## config.mk

```make
export PLATFORM = sky130hd
export DESIGN_NAME = cube
export DESIGN_NICKNAME = d
export VERILOG_FILES = /design/src/rtl/cube.sv
export SDC_FILE = /design/constraint.sdc
export NUM_CORES = 2
export LEC_CHECK = 0
export ABC_AREA = 0
export CAP_MARGIN = 5
export CELL_PAD_IN_SITES_DETAIL_PLACEMENT = 1
export CELL_PAD_IN_SITES_GLOBAL_PLACEMENT = 2
export CORE_MARGIN = 2
export CORE_UTILIZATION = 35
export CTS_CLUSTER_DIAMETER = 150
export DETAILED_ROUTE_END_ITERATION = 8
export GPL_ROUTABILITY_DRIVEN = 1
export PLACE_DENSITY = 0.82
export SLEW_MARGIN = 20
export SYNTH_ARGS = -nofsm -noshare
export SYNTH_HDL_FRONTEND = slang
export SYNTH_SLANG_ARGS = --single-unit
```

## constraint.sdc

```tcl
create_clock -name clock -period 21.5 [get_ports clock]
set_input_delay 3.225 -clock clock [delete_from_list [all_inputs] [get_ports clock]]
set_output_delay 3.225 -clock clock [all_outputs]
set_load 0.005 [all_outputs]
```

## src/rtl/cube.sv

```systemverilog
// cube: fully pipelined integer cuber, result = num^3 mod 2^WIDTH.
// Accepts one operand per clock and has no handshake. The operand captured at
// edge N appears on result just after edge N+3.
//
// Ports:
//   clock  - rising-edge clock for all registers
//   reset  - asynchronous, active-low; clears every pipeline register
//   num    - operand, sampled on every rising edge
//   result - registered cube of the operand captured 3 edges earlier
module cube #(
  parameter int WIDTH = 32
) (
  input  logic             clock,
  input  logic             reset,
  input  logic [WIDTH-1:0] num,
  output logic [WIDTH-1:0] result
);

  logic [WIDTH-1:0] a0;   // input register
  logic [WIDTH-1:0] a1;   // operand delayed to line up with sq1
  logic [WIDTH-1:0] sq1;  // a0^2, low WIDTH bits
  logic [WIDTH-1:0] cb2;  // sq1*a1, low WIDTH bits

  // Every product is taken in WIDTH-bit context. Only the low half is kept,
  // so the wide product is never built. Modular truncation keeps the result
  // correct for two's-complement operands as well.
  always_ff @(posedge clock or negedge reset) begin
    if (!reset) begin
      a0     <= '0;
      a1     <= '0;
      sq1    <= '0;
      cb2    <= '0;
      result <= '0;
    end else begin
      a0     <= num;
      sq1    <= a0 * a0;
      a1     <= a0;
      cb2    <= sq1 * a1;
      result <= cb2;
    end
  end

endmodule

```

==> impl_metrics.toml <==
[global_route]
grt_pass1_vias = 25200
gr-usage-all-layers_pct = 19.4
grt_pass1_wl_microns = 142000
antenna_found_initial = 4
grt_max_degree = 88
overflow = 0

[clocking]
cts_tree = "yes"
cts_buffers = 17
cts_resized = 0
clk_path_buf_depth = 2
clkLatencyLatePin_ns = 0.48
h-tree-depth = 4
clock_sinks = 158
cts-root-buf = "clkbuf_16"
clk_pin_slew_worst_paths_ns = 0.08
ctsHoldBuffers = 0
cts_setup_buffers = 0

[layout]
regArea_sq_mm = 0.00396
nets = 4360
multi_input_area_sq_mm = 0.0253
drive_gt1_share_pct = 2.86
final_area_sq_mm = 0.0354
fillers = 10600
synthToLayoutAreaGrowth_pct = 8.14
n_antenna_cell = 0

[synthesis]
synth_ff_type = "dfrtp_1"
ys_ff_latch = 158
ys_seq_area_share_pct = 12.1
synth_top_family_by_area = "adder cells"
synthMuxAreaShare_pct = 0.0955
synth-simple-area-share_pct = 13.7
synthXorXnorAreaFrac_pct = 3.45
synth_warnings = 0
synth_edf_count = 0
synth_compound_area_share_pct = 3.39
avgSynthCellArea_sq_um = 9.94
synthArstFlopShare_pct = 100
synthCells = 3297
syn_area_sq_mm = 0.0328
synth_adder_area_share_pct = 56.2
synth.distinct_cells = 62

[sta]
min_period_ns = 8.07
setup_violations = 0
tightest_slew_ns = 1.05
rsz0062_at_grt = "false"
fin_crit_sh_pct = 37.5
holdWs_ns = 0.337
finalSetupTns_ns = 0
slew_violations = 0
skew_ns = 0.0181
timing.fmax_mhz = 124
final-hold-violation-count = 0
slew_headroom_pct = 30.3

[detailed_routing]
finalWirelength_microns = 87600
drt_first_pass_iters = 5
ant_nets = 0
viasPerCell = 4.69
drc_errors = 0
routedWlPerCell_microns = 19.1
num_vias = 21500
drtIter0Drc = 934

[place]
dpl_cell_area_sq_mm = 0.0348
place_congestion = 0.840
port_buffers = 65
dp_hpwl_microns = 70400

[critical_path]
path_max_fanout = 18
crit_arrival_ns = 8.44
startpoint_type = "flip-flop"
critical_path_class = "reg -> reg"
cp.required_ns = 21.87
setup.worst_path.end_class = "flip-flop"

[die]
io_pins = 66
start_util_pct = 35.2
die_area_sq_mm = 0.0961
die-height_microns = 310
row_count = 112
die_w_microns = 310
coreArea_sq_mm = 0.0930

[hold_path]
hold_path.class = "reg -> reg"

[outcome]
status = "complete, no violations"

[flow_run]
max-cap-violations = 0
## per-stage QoR
step	util, %	std cells	worst slack (ns)
finish	38.1	4577	13.43
global route	38.1	4577	13.03
CTS	38.1	4577	13.40
detailed placement	37.4	4546	13.42
global placement	37.4	4546	13.62
floorplan	-	3311	14.32
## cell families (layout without fill, tap and decap cells)
family / count (synthesis) / count (layout)
compound gates: 163 / 163
xor+xnor: 126 / 126
fa+ha+maj: 1015 / 1015
buf+inv: 957 / 969
flops: 158 / 158
mux: 3 / 3
other cells: 2 / 16
simple gates: 873 / 873
## sequential cells by signal (all words and copies together) (netlist names)
name / cells
sq1: 30
cb2: 32
a1: 32
result: 32
a0: 32
## metal layers
layer | vias up | part of all wire (%) | wire (microns) | global-route usage [%]
li1 | 9535 | - | - | -
met1 | 11600 | 44 | 38200 | 25.1
met2 | 300 | 51 | 44900 | 34.8
met3 | 97 | 2.6 | 2270 | 1.85
met4 | 0 | 2.5 | 2190 | 5.20
met5 | - | 0 | 0 | 0
## final timing paths
| path | cells after the start | slack [ns] | endpoint | start |
|---|---|---|---|---|
| setup / recovery | 20 | 13.43 | sq1[30] | a0[13] |
| hold / removal | 0 | 0.34 | result[28] | cb2[28] |
| setup reg to reg | 20 | 13.43 | sq1[30] | a0[13] |
| hold reg to reg | 0 | 0.34 | result[28] | cb2[28] |
| max in group asynchronous | 2 | 17.10 | a1[0] | reset |
| min in group asynchronous | 1 | 2.82 | result[15] | reset |
## worst max-delay path, cell delays in order (launching register included)
cell       delay, ns
dfrtp_1         1.00
inv_1           0.35
nor2_1          0.35
fa_1            0.50
fa_1            0.49
fa_1            0.53
inv_1           0.05
fa_1            0.47
inv_1           0.05
fa_1            0.48
fa_1            0.46
fa_1            0.53
fa_1            0.42
ha_1            0.41
and3_2          0.26
a31oi_1         0.17
o21ai_0         0.20
a2111oi_4       0.39
o31ai_1         0.18
or4_1           0.47
and3_1          0.16
## cells in the final DEF (no fill, tap or decap), types with 17 or more instances in the layout
master           synthesis  final
o21ai_0                 35     35
a21oi_1                 46     46
and2_1                 424    424
clkdlybuf4s50_1          0     64
nor2_1                  45     45
inv_1                  836    836
xor2_1                  30     30
clkbuf_16                0     17
dfrtp_1                158    156
nand2_1                333    333
fa_1                   762    762
xnor2_1                 94     94
buf_4                    1     37
ha_1                   253    253
## Yosys cell counts, types with 3 or more instances
library cell,number,area (sq um)
a31oi_1,7,43.8
a31o_2,4,35.0
or2_2,7,43.8
o211ai_1,6,45.0
and3_1,5,31.3
o21a_1,8,60.1
nor3_1,14,70.1
o311ai_0,5,43.8
a211oi_1,6,45.0
clkbuf_1,119,447
o21bai_1,6,45.0
inv_1,836,3140
a21oi_1,46,230
o31ai_1,3,22.5
nand2_1,333,1250
dfrtp_1,158,3950
nor2b_1,6,37.5
ha_1,253,3170
nand3_1,13,65.1
xnor2_1,94,823
fa_1,762,15300
nand2b_1,8,50.1
xor2_1,30,263
o21ai_0,35,175
nor2_1,45,169
nand4_1,3,18.8
a21o_1,13,97.6
nor4_1,4,25.0
and2_1,424,2650
## cell type report
class                   instances  share of cell area (%)
clock buffers                  17                    1.20
clock inverters                14                   0.427
inverters                     836                    8.86
multi-input cells            2196                    71.3
flip-flops and latches        158                    11.2
well taps                    1254                    4.43
repair buffers                102                    2.63
Power is left out: the tool's default activity adds up to more than one toggle a clock period on the data nets, which glitch-free logic cannot reach.
